==> src/rtl/river_log_scroller.sv <==
// River log scroller: per-row prescaled 1-pixel steps with wrap; log_x/log_moved are registered, 1-cycle latency after frame_tick.
// No backpressure. Optional speed-level feature enabled by defining LOG_SPEEDUP_EN (adds i_level_up).
module river_log_scroller #(
  parameter int NUM_ROWS = 4,
  parameter int SCREEN_W = 320,
  parameter int BASE_DIV = 2
) (
  input  logic                   i_clk,
  input  logic                   i_reset,
  input  logic                   i_frame_tick,
  input  logic                   i_start,
  input  logic                   i_pause,
  input  logic                   i_restart,
`ifdef LOG_SPEEDUP_EN
  input  logic                   i_level_up,
`endif
  output logic [NUM_ROWS*10-1:0] o_log_x,
  output logic [NUM_ROWS-1:0]    o_log_moved,
  output logic [NUM_ROWS-1:0]    o_log_dir,
  output logic                   o_running
);
  localparam int CW      = $clog2(BASE_DIV*NUM_ROWS + 1);
  localparam int SPACING = SCREEN_W / NUM_ROWS;

  typedef enum logic [1:0] {ST_STOP, ST_RUN, ST_HOLD} state_t;

  state_t     r_state;
  state_t     w_state_nxt;
  logic       w_tick_en;
  logic [1:0] w_level;

`ifdef LOG_SPEEDUP_EN
  logic [1:0] r_level;

  always_ff @(posedge i_clk) begin
    if (!i_reset || i_restart) begin
      r_level <= 2'd0;
    end else if (i_level_up && r_level != 2'd3) begin
      r_level <= r_level + 2'd1;
    end
  end

  assign w_level = r_level;
`else
  assign w_level = 2'd0;
`endif

  // A tick counts only while staying in RUN; entering or leaving RUN in the same cycle swallows it.
  always_comb begin
    w_state_nxt = r_state;
    w_tick_en   = 1'b0;
    if (i_restart) begin
      w_state_nxt = ST_STOP;
    end else begin
      case (r_state)
        ST_STOP: if (i_start) w_state_nxt = ST_RUN;
        ST_RUN: begin
          if (i_pause) w_state_nxt = ST_HOLD;
          else         w_tick_en   = i_frame_tick;
        end
        ST_HOLD: if (!i_pause) w_state_nxt = ST_RUN;
        default: w_state_nxt = ST_STOP;
      endcase
    end
  end

  always_ff @(posedge i_clk) begin
    if (!i_reset) r_state <= ST_STOP;
    else          r_state <= w_state_nxt;
  end

  assign o_running = (r_state == ST_RUN);

  for (genvar g = 0; g < NUM_ROWS; g++) begin : g_row
    localparam int         DIV = BASE_DIV * (g + 1);
    localparam logic [9:0] X0  = 10'(g * SPACING);
    localparam logic       DIR = ((g % 2) == 0);

    logic [9:0]    r_x;
    logic [CW-1:0] r_cnt;
    logic          r_moved;
    logic [CW-1:0] w_lim;
    logic          w_wrap;
    logic [9:0]    w_x_step;

    // Compare with >= so a level increase mid-count cannot strand the counter above the new limit.
    always_comb begin
      w_lim = '0;
      if (DIV > int'(w_level) + 1) w_lim = CW'(DIV - 1 - int'(w_level));
      w_wrap = (r_cnt >= w_lim);
      if (DIR) w_x_step = (r_x == 10'(SCREEN_W - 1)) ? 10'd0 : r_x + 10'd1;
      else     w_x_step = (r_x == 10'd0) ? 10'(SCREEN_W - 1) : r_x - 10'd1;
    end

    always_ff @(posedge i_clk) begin
      if (!i_reset || i_restart) begin
        r_x     <= X0;
        r_cnt   <= '0;
        r_moved <= 1'b0;
      end else begin
        r_moved <= 1'b0;
        if (w_tick_en) begin
          if (w_wrap) begin
            r_cnt   <= '0;
            r_x     <= w_x_step;
            r_moved <= 1'b1;
          end else begin
            r_cnt <= r_cnt + CW'(1);
          end
        end
      end
    end

    assign o_log_x[g*10 +: 10] = r_x;
    assign o_log_moved[g]      = r_moved;
    assign o_log_dir[g]        = DIR;
  end
endmodule

==> config.mk <==
export PLATFORM = sky130hd
export DESIGN_NAME = river_log_scroller
export DESIGN_NICKNAME = d
export VERILOG_FILES = /design/src/rtl/river_log_scroller.sv
export SDC_FILE = /design/constraint.sdc
export NUM_CORES = 1
export LEC_CHECK = 0
export ABC_AREA = 0
export BUFFER_PORTS_ARGS = -buffer_cell sky130_fd_sc_hd__buf_2
export CORE_ASPECT_RATIO = 1.2
export CORE_MARGIN = 2
export CORE_UTILIZATION = 46
export DETAILED_ROUTE_END_ITERATION = 12
export PLACE_DENSITY = 0.8
export SETUP_SLACK_MARGIN = 0.2
export SLEW_MARGIN = 25
export SYNTH_ARGS = -nofsm -noshare
export SYNTH_HDL_FRONTEND = slang
export SYNTH_SLANG_ARGS = --single-unit
==> constraint.sdc <==
create_clock -name i_clk -period 2.5 [get_ports i_clk]
set_clock_uncertainty 0.15 [all_clocks]
set_input_delay 0.25 -clock i_clk [delete_from_list [all_inputs] [get_ports i_clk]]
set_output_delay 0.25 -clock i_clk [all_outputs]
set_load 0.01 [all_outputs]
==> results.ini, run 1 <==
[run_status]
status = complete, no violations

[worst_setup_path]
crit_chain = ha_1 > nor3_1 > nor4_1 > or4b_4 > xnor2_1 > and3_1
cp.required_ns = 2.58
startpoint_type = flop
slowest_delay_ns = 0.53
path_delay_family = simple AND/OR/NAND/NOR gates
crit_arrival_ns = 2.22
crit_type = reg2reg
worstPathMaxFanout = 5
cp_slowest_cell = or4b_4
end_kind = flop
critPathBufInv = 0

[placed_design]
hpwlAfterDp_mm = 4.481
placed_cell_area_um2 = 3283
globalplace.congestion = 0.8482
placedCellCount = 464
place_ws_ns = 0.2652
port_buffers = 50

[timing]
fin_ws_ns = 0.3667
fin_tns_setup_ns = 0
fin_crit_sh_pct = 85.33
setup_viol = 0
worst_pin_slew_ns = 0.5851
holdWs_ns = 0.03899
rsz0062_at_grt = no
hold_viol = 0
max_freq_ghz = 0.4688
max-slew-margin-rel_pct = 60.63
min_period_ns = 2.133
slew_violations = 0

[cts]
hold_buffers = 0
cts_inserted_buffers = 9
tritoncts = done
h-tree-depth = 3
clk_pin_slew_ns = 0.07
clkLatencyLatePin_ns = 0.34
clockBufferDepth = 2
clock_sink_count = 62
cts-root-buf = clkbuf_8

[power]
vdd_drop_max_mv = 0.3702
p_total_mw = 1.798
leakagePower_nw = 1.374
power_density_nw_per_um2 = 519.7

[synthesis]
synthesis.area_um2 = 2959
synth_top_area_cell = dfxtp_1
synth.distinct_cells = 49
syn_avg_cell_area_um2 = 8.781
synth_warnings = 0
ys_top_cells_by_area = dfxtp_1 (42%), ha_1 (5.1%), xor2_1 (5.0%), nor2_1 (4.4%), a21oi_1 (3.6%)
syn_inst = 337
synth.most_common_cell = dfxtp_1
synth-main-ff-cell = dfxtp_1
synth.top_cell.area_share_pct = 41.95
synth-edff-count = 0
ys_ff_latch = 62
synthArstFlopShare_pct = 0
synth.yosys.seq_area_share_pct = 41.95
ys_top_cells_by_count = dfxtp_1 (62), nor2_1 (35), nand2_1 (22)

[final_layout]
drive_above_1_share_pct = 21.52
final_area_um2 = 3460
final_cells = 480
diodes = 0
nNetsFinal = 408
areaGrowthSynthToFinish_pct = 16.91
final_util_pct = 54.69

[global_route]
grt_max_degree = 36
grt_pass1_vias = 2406
grt_use_total_pct = 18.40
grt_first_pass_wirelength_mm = 10.49
grt-ovfl-total = 0
antenna_found_initial = 0

[drt]
wl_per_cell_um = 12.88
vias = 2518
drtIter0Drc = 97
drc = 0
routed_wl_mm = 6.182
viasPerCell = 5.246
ant_nets = 0
dr.pass1.iters = 4

[hold_path]
min_path_type = in2reg

[floorplan]
num_rows = 32
io_pins = 55
die_width_um = 77.22
coreArea_um2 = 6326
die_area_um2 = 7093
die_h_um = 91.86
start_util_pct = 46.78

[flow_run]
cap_violations = 0

==> per-layer routing <==
metal	up-vias	share of wire (%)	global-route usage, %
met3	10	3.9	4.724
met1	1192	43	20.64
met5	-	0	0
li1	1268	-	-
met2	48	51	32.90
met4	0	1.4	7.440
==> final timing paths <==
path                            end  slack [ns]  depth (start not counted)              start
setup reg to reg    g_row[1].r_x[7]        0.37                          6  g_row[1].r_cnt[0]
hold / removal           r_state[1]        0.04                          3            i_pause
setup / recovery    g_row[1].r_x[7]        0.37                          6  g_row[1].r_cnt[0]
hold reg to reg   g_row[1].r_cnt[1]        0.32                          2  g_row[1].r_cnt[1]
==> placed cells by master (no fill, tap or decap), drive strengths merged, types with 3 or more instances in the layout <==
cell    synthesis  routed
a21oi          21      21
clkbuf          8      12
nor3           20      20
ha             12      12
nor4            9       9
nand3          17      17
nand2          22      22
conb            2       4
inv            12      12
o21ai          10      10
clkinv          0       3
xor2           17      17
nor4b           3       3
and3            9       9
nand2b          4       4
nand3b          3       3
mux2i           4       4
dfxtp          62      62
buf            12      60
xnor2          11      11
nor2           36      36
nand4b          5       5
a21boi          3       3
and2            6       6
nor2b           6       6
==> where the power goes <==
part	internal, mW	total [mW]	switching (mW)
Combinational	0.0141	0.0472	0.0330
Clock	0.382	0.760	0.378
Sequential	0.989	0.991	0.00172
==> state kept, by name (all words and copies together), names as in the netlist <==
register       cells
g_row.r_x         40
g_row.r_cnt       16
g_row.r_moved      4
r_state            2
==> kinds of logic (layout without fill, tap and decap cells) <==
group,after synthesis,after routing,synth area share [%]
flops,62,62,41.95
xor+xnor,28,28,8.287
compound gates,45,45,9.218
fa+ha+maj,12,12,5.074
mux,4,4,1.353
other cells,2,4,0.2538
simple gates,152,152,28.46
buf+inv,32,88,5.412
==> tightest hold or removal path: stages <==
cell,delay [ns]
buf_2,0.11
inv_1,0.07
nor3_1,0.05
==> area by class of cell <==
type,instances,area [um^2]
Multi-Input combinational cell,245,1574
Fill cell,610,2867
Tap cell,85,106.4
Timing Repair Buffer,60,325.3
Sequential cell,62,1241
Clock inverter,4,22.52
Clock buffer,12,145.1
Inverter,12,45.04
==> repair_timing <==
item | in CTS | in global routing
endpoints found under the setup margin | 0 | 2
setup buffers | 0 | 0
gates resized for setup | 0 | 1
No activity file was read; power rests on OpenSTA's default activity.
==> inputs of run 2 (changes only) <==
--- a/config.mk
+++ b/config.mk
@@ -12,4 +12,5 @@
 export CORE_UTILIZATION = 46
 export DETAILED_ROUTE_END_ITERATION = 12
+export GPL_ROUTABILITY_DRIVEN = 0
 export PLACE_DENSITY = 0.8
 export SETUP_SLACK_MARGIN = 0.2
==> constraint.sdc (replaced) <==
create_clock -name i_clk -period 2.5 [get_ports i_clk]
set_clock_uncertainty 0.15 [all_clocks]
set_input_delay 0.5 -clock i_clk [delete_from_list [all_inputs] [get_ports i_clk]]
set_output_delay 0.5 -clock i_clk [all_outputs]
set_load 0.01 [all_outputs]
==> run 2 against run 1 <==
Effect of this change:
- worst setup slack improved by 0.072 ns
- power rose by 8.7%
- clock-buffer cell count fell by 1
- first-iteration DRC count rose by 38%
- wire length rose by 1.1%
- clock power rose by 21%
- global-route usage rose by 0.42 points
- fmax rose by 3.5%
- flip-flop and latch count did not move
- largest cell class unchanged
==> results.ini, run 2 (synthesized netlist as in run 1, its figures left out) <==
[final_layout]
n_fill_cell = 594  ; was 610
diodes = 0  ; unchanged
final_common_cell = dfxtp_1  ; unchanged
top_regs = g_row.r_x x40, g_row.r_cnt x16, g_row.r_moved x4  ; unchanged
multi_input_comb_area_um2 = 1572  ; was 1574 um^2
largest-register = g_row.r_x  ; unchanged
regArea_um2 = 1241  ; unchanged
largest_register_ffs = 40  ; unchanged
areaGrowthSynthToFinish_pct = 20.00  ; was 16.91%
final_util_pct = 56.13  ; was 54.69%
nNetsFinal = 415  ; was 408
final_cell_mix = dfxtp_1 (62), buf_2 (50), nor2_1 (35)  ; unchanged
drive_above_1_share_pct = 23.63  ; was 21.52%

[cts]
h-tree-depth = 3  ; unchanged
tritoncts = done  ; unchanged
clock_sink_count = 62  ; unchanged
cts_setup_buffers = 0  ; unchanged
cts-root-buf = clkbuf_8  ; unchanged
clockBufferDepth = 2  ; unchanged
clkLatencyLatePin_ns = 0.34  ; about the same
post_cts_resized = 0  ; unchanged
clk_pin_slew_ns = 0.07  ; about the same
cts_inserted_buffers = 9  ; unchanged
hold_buffers = 0  ; unchanged

[global_route]
grt_pass1_vias = 2388  ; was 2406
grt-ovfl-total = 0  ; unchanged
grt_max_degree = 29  ; was 36
antenna_found_initial = 0  ; unchanged
grt_first_pass_wirelength_mm = 10.65  ; was 10.49 mm
grt_use_total_pct = 18.82  ; was 18.40%

[timing]
fin_ws_ns = 0.4390  ; was 0.3667 ns
fin_crit_sh_pct = 82.44  ; was 85.33%
hold_viol = 0  ; unchanged
slew_violations = 0  ; unchanged
rsz0062_at_grt = no  ; unchanged
holdWs_ns = 0.2696  ; was 0.03899 ns
max_freq_ghz = 0.4852  ; was 0.4688 GHz
min_period_ns = 2.061  ; was 2.133 ns
fin_tns_setup_ns = 0  ; unchanged
max-slew-margin-rel_pct = 50.77  ; was 60.63%
setup_viol = 0  ; unchanged
worst_pin_slew_ns = 0.7328  ; was 0.5851 ns

[power]
switching_share_pct = 22.40  ; was 22.98%
p_comb_share_pct = 2.5  ; was 2.6%
pwr-share-seq_pct = 50.6  ; was 55.1%
p_switching_mw = 0.4379  ; was 0.4132 mW
leakagePower_nw = 1.407  ; was 1.374 nW
power_density_nw_per_um2 = 550.6  ; was 519.7 nW/um^2
internal_power_mw = 1.517  ; was 1.385 mW
vdd_drop_max_mv = 0.4044  ; was 0.3702 mV
p_clk_share_pct = 46.9  ; was 42.3%

[placed_design]
place_ws_ns = 0.2273  ; was 0.2652 ns
port_buffers = 50  ; unchanged
hpwlAfterDp_mm = 4.512  ; was 4.481 mm

[worst_setup_path]
cp_slowest_cell = dfxtp_1  ; was or4b_4
crit_type = reg2reg  ; unchanged
end_kind = flop  ; unchanged
cp.required_ns = 2.59  ; was 2.58 ns
worstPathMaxFanout = 8  ; was 5
crit_chain = inv_1 > ha_1 > nor4b_2 > buf_4 > nor4_1 > a31o_2 > o21bai_1 > o21ai_0  ; was ha_1 > nor3_1 > nor4_1 > or4b_4 > xnor2_1 > and3_1
crit_arrival_ns = 2.15  ; was 2.22 ns
startpoint_type = flop  ; unchanged
slowest_delay_ns = 0.38  ; was 0.53 ns

[drt]
viasPerCell = 5.244  ; was 5.246
drtIter0Drc = 134  ; was 97
routed_wl_mm = 6.250  ; was 6.182 mm
ant_nets = 0  ; unchanged
vias = 2554  ; was 2518
drc = 0  ; unchanged
dr.pass1.iters = 4  ; unchanged
wl_per_cell_um = 12.83  ; was 12.88 um

[floorplan]
start_util_pct = 46.78  ; unchanged
io_pins = 55  ; unchanged
die_h_um = 91.86  ; unchanged
die_area_um2 = 7093  ; unchanged
coreArea_um2 = 6326  ; unchanged
die_width_um = 77.22  ; unchanged
num_rows = 32  ; unchanged

[run_status]
status = complete, no violations  ; unchanged

[hold_path]
min_path_type = in2reg  ; unchanged

[flow_run]
cap_violations = 0  ; unchanged

-- run 2: changes by cell type in the layout (fill, tap and decap cells not counted) --
cell        delta
buf_4          +7
clkinvlp_4     +2
nor4b_4        -1
clkbuf_8       +1
clkbuf_1       -2
bufinv_16      +1
nor4_1         -1
nor4_2         +1
clkinv_2       -2
nor4b_2        +1
-- run 2: area by class of cell --
cell class / count / area share (%)
well taps: 85 / 2.995
clock inverters: 5 / 1.621
repair buffers: 67 / 10.64
multi-input cells: 245 / 44.26
clock buffers: 11 / 4.264
inverters: 12 / 1.268
flip-flops and latches: 62 / 34.95
-- run 2: metrics by stage --
| step | std cells | area [um^2] | total power [mW] |
|---|---|---|---|
| 2_1_floorplan | 339 | 2967 | 1.047 |
| 3_5_place_dp | 471 | 3336 | 1.061 |
| 6_report | 487 | 3551 | 1.955 |
| 4_1_cts | 487 | 3545 | 1.964 |
| 3_3_place_gp | 471 | 3336 | 1.061 |
| 5_1_grt | 487 | 3551 | 2.017 |
-- run 2: layer usage --
layer  share of wire (%)  vias up  track usage [%]
li1                    -     1280                -
met4                 2.7        0            11.61
met3                 3.9       13            2.854
met1                  45     1197            22.94
met2                  49       64            31.01
met5                   0        -                0
-- run 2: path summary, 6_finish.rpt --
check	start	endpoint	slack (ns)	cells past startpoint
worst max-delay path	g_row[0].r_cnt[0]	g_row[0].r_x[8]	0.44	8
worst min-delay path	i_pause	r_state[1]	0.27	3
worst max register to register	g_row[0].r_cnt[0]	g_row[0].r_x[8]	0.44	8
worst min register to register	g_row[3].r_cnt[1]	g_row[3].r_cnt[1]	0.32	2
-- run 2: worst max-delay path, delay by kind of cell, from the launching register on --
kind | cells | cell delay (ns)
simple gates | 2 | 0.51
compound gates | 3 | 0.51
flops | 1 | 0.38
buf+inv | 2 | 0.23
fa+ha+maj | 1 | 0.18
-- run 2: power by group through the flow --
stage / registers [mW] / logic, mW / clock network, mW
floorplan: 1.01 / 0.0344 / 0
global placement: 1.01 / 0.0478 / 0
detailed placement: 1.01 / 0.0484 / 0
CTS: 0.990 / 0.0486 / 0.926
global route: 0.990 / 0.0539 / 0.973
finish: 0.990 / 0.0487 / 0.916
==> inputs of run 3 (changes only) <==
clock period = 2.1 ns   (was 2.5 ns; I/O delays follow)
==> run 3 against run 2 <==
Effect of this change:
- combinational power is 56% higher
- utilization is 5.2 points higher
- critical path depth is 2 lower
- register-to-register slack worse by 0.27 ns
- non-clock buffer count increased by 16
- highest routed layer unchanged
- sequential share of layout area is 2.6 points lower
- largest cell class unchanged
- final cell count grew 2.7%
- power up 15%
==> results.ini, run 3 (synthesized netlist as in run 1, its figures left out) <==
[cts]
hold_buffers = 0  ; unchanged
cts-root-buf = clkbuf_8  ; unchanged
cts_inserted_buffers = 9  ; unchanged
tritoncts = done  ; unchanged
clockBufferDepth = 2  ; unchanged
h-tree-depth = 3  ; unchanged
clkLatencyLatePin_ns = 0.34  ; about the same
clk_pin_slew_ns = 0.06  ; was 0.07 ns
clock_sink_count = 62  ; unchanged

[worst_setup_path]
regToRegSetupSlack_ns = 0.16  ; was 0.44 ns
ff2ff_path_depth = 6  ; was 8
cp_slowest_cell = or4b_4  ; was dfxtp_1
crit_arrival_ns = 2.03  ; was 2.15 ns
path_delay_family = simple AND/OR/NAND/NOR gates  ; unchanged
end_kind = flop  ; unchanged
startpoint_type = flop  ; unchanged
critPathBufInv = 0  ; was 2
crit_type = reg2reg  ; unchanged
slowest_delay_ns = 0.52  ; was 0.38 ns
cp.required_ns = 2.19  ; was 2.59 ns
worstPathMaxFanout = 3  ; was 8
crit_chain = ha_4 > nor3_4 > nor4_2 > or4b_4 > xnor2_2 > and3_1  ; was inv_1 > ha_1 > nor4b_2 > buf_4 > nor4_1 > a31o_2 > o21bai_1 > o21ai_0
r2r_end = g_row[1].r_x[7]  ; was g_row[0].r_x[8]
r2r-start = g_row[1].r_cnt[0]  ; was g_row[0].r_cnt[0]

[timing]
hold_viol = 0  ; unchanged
fin_ws_ns = 0.1649  ; was 0.4390 ns
fin_crit_sh_pct = 92.15  ; was 82.44%
setup_viol = 0  ; unchanged
min_period_ns = 1.935  ; was 2.061 ns
slew_violations = 0  ; unchanged
max_freq_ghz = 0.5168  ; was 0.4852 GHz
rsz0062_at_grt = yes  ; was no
fin_tns_setup_ns = 0  ; unchanged

[power]
internal_power_mw = 1.762  ; was 1.517 mW
p_clk_share_pct = 44.0  ; was 46.9%
pwr-share-seq_pct = 52.6  ; was 50.6%
p_switching_mw = 0.4766  ; was 0.4379 mW
vdd_drop_max_mv = 0.4054  ; was 0.4044 mV
leakagePower_nw = 1.577  ; was 1.407 nW
p_comb_share_pct = 3.4  ; was 2.5%
switching_share_pct = 21.28  ; was 22.40%
power_density_nw_per_um2 = 577.4  ; was 550.6 nW/um^2

[drt]
vias = 2636  ; was 2554
drtIter0Drc = 91  ; was 134
dr.pass1.iters = 4  ; unchanged
ant_nets = 0  ; unchanged
routed_wl_mm = 6.911  ; was 6.250 mm
drc = 0  ; unchanged
viasPerCell = 5.272  ; was 5.244
wl_per_cell_um = 13.82  ; was 12.83 um

[final_layout]
final_util_pct = 61.29  ; was 56.13%
drive_above_1_share_pct = 33.49  ; was 23.63%
final_common_cell = dfxtp_1  ; unchanged
largest-register = g_row.r_x  ; unchanged
top_regs = g_row.r_x x40, g_row.r_cnt x16, g_row.r_moved x4  ; unchanged
largest_register_ffs = 40  ; unchanged
areaGrowthSynthToFinish_pct = 31.04  ; was 20.00%
nNetsFinal = 431  ; was 415
final_area_um2 = 3877  ; was 3551 um^2
final_cell_mix = dfxtp_1 (54), buf_2 (50), nor2_1 (34)  ; was dfxtp_1 (62), buf_2 (50), nor2_1 (35)
diodes = 0  ; unchanged

[flow_run]
cap_violations = 0  ; unchanged

[floorplan]
coreArea_um2 = 6326  ; unchanged
num_rows = 32  ; unchanged
die_area_um2 = 7093  ; unchanged
die_h_um = 91.86  ; unchanged
io_pins = 55  ; unchanged
die_width_um = 77.22  ; unchanged
start_util_pct = 46.78  ; unchanged

[hold_path]
min_to = g_row[3].r_x[0]  ; was r_state[1]
min_path_type = in2reg  ; unchanged
min_from = i_reset  ; was i_pause
hold-path-cell-count = 3  ; unchanged

[global_route]
grt_first_pass_wirelength_mm = 11.21  ; was 10.65 mm
grt_use_total_pct = 19.63  ; was 18.82%
grt_max_degree = 19  ; was 29
antenna_found_initial = 0  ; unchanged
grt-ovfl-total = 0  ; unchanged
grt_pass1_vias = 2501  ; was 2388

[placed_design]
place_ws_ns = -0.01491  ; was 0.2273 ns
hpwlAfterDp_mm = 4.770  ; was 4.512 mm
placed_cell_area_um2 = 3451  ; was 3336 um^2
port_buffers = 50  ; unchanged

[run_status]
status = complete, no violations  ; unchanged

run 3: tightest hold or removal path: stages:
cell and delay, ns:
buf_2 0.17, o21ai_0 0.09, a21oi_1 0.04
run 3: per-layer routing:
layer	up-vias	wire, um	global-route usage (%)	share of wire [%]
met3	14	283	4.232	4.1
met4	0	144	10.42	2.1
met5	-	0	0	0
met1	1252	2909	22.89	42
met2	59	3574	33.48	52
li1	1311	-	-	-
run 3: area by class of cell:
type                    count  area, um^2
clock buffers              11       141.4
well taps                  85       106.4
flip-flops and latches     62        1256
inverters                  12       45.04
multi-input cells         245        1772
fillers                   581        2449
clock inverters             2       35.03
repair buffers             83       521.8
run 3: worst max-delay path by stage:
stage	startpoint	to	cells past startpoint
global route	g_row[0].r_cnt[0]	g_row[0].r_x[8]	8
floorplan	i_pause	g_row[1].r_x[7]	7
global placement	i_pause	g_row[1].r_x[7]	6
detailed placement	i_pause	g_row[2].r_x[8]	7
CTS	g_row[1].r_cnt[0]	g_row[1].r_x[4]	7
finish	g_row[1].r_cnt[0]	g_row[1].r_x[7]	6
run 3: metrics by stage:
step                      hold slack [ns]  total power [mW]  cells
after floorplan                    0.2856             1.247    339
after global placement             0.2970             1.271    482
after detailed placement           0.3091             1.273    482
after CTS                          0.2586             2.255    496
after global routing               0.2765             2.314    500
final                              0.2767             2.239    500
run 3: power groups by stage:
stage | registers, mW | clock network, mW | logic, mW
2_1_floorplan | 1.21 | 0 | 0.0417
3_3_place_gp | 1.20 | 0 | 0.0662
3_5_place_dp | 1.20 | 0 | 0.0683
4_1_cts | 1.18 | 1.01 | 0.0705
5_1_grt | 1.18 | 1.06 | 0.0826
6_report | 1.18 | 0.986 | 0.0762
run 3: timing repair:
item                                    4_1_cts  5_1_grt
pin swaps                                     2       13
endpoints found under the setup margin        5       28
setup buffers                                 1        4
gates resized for setup                      11       37
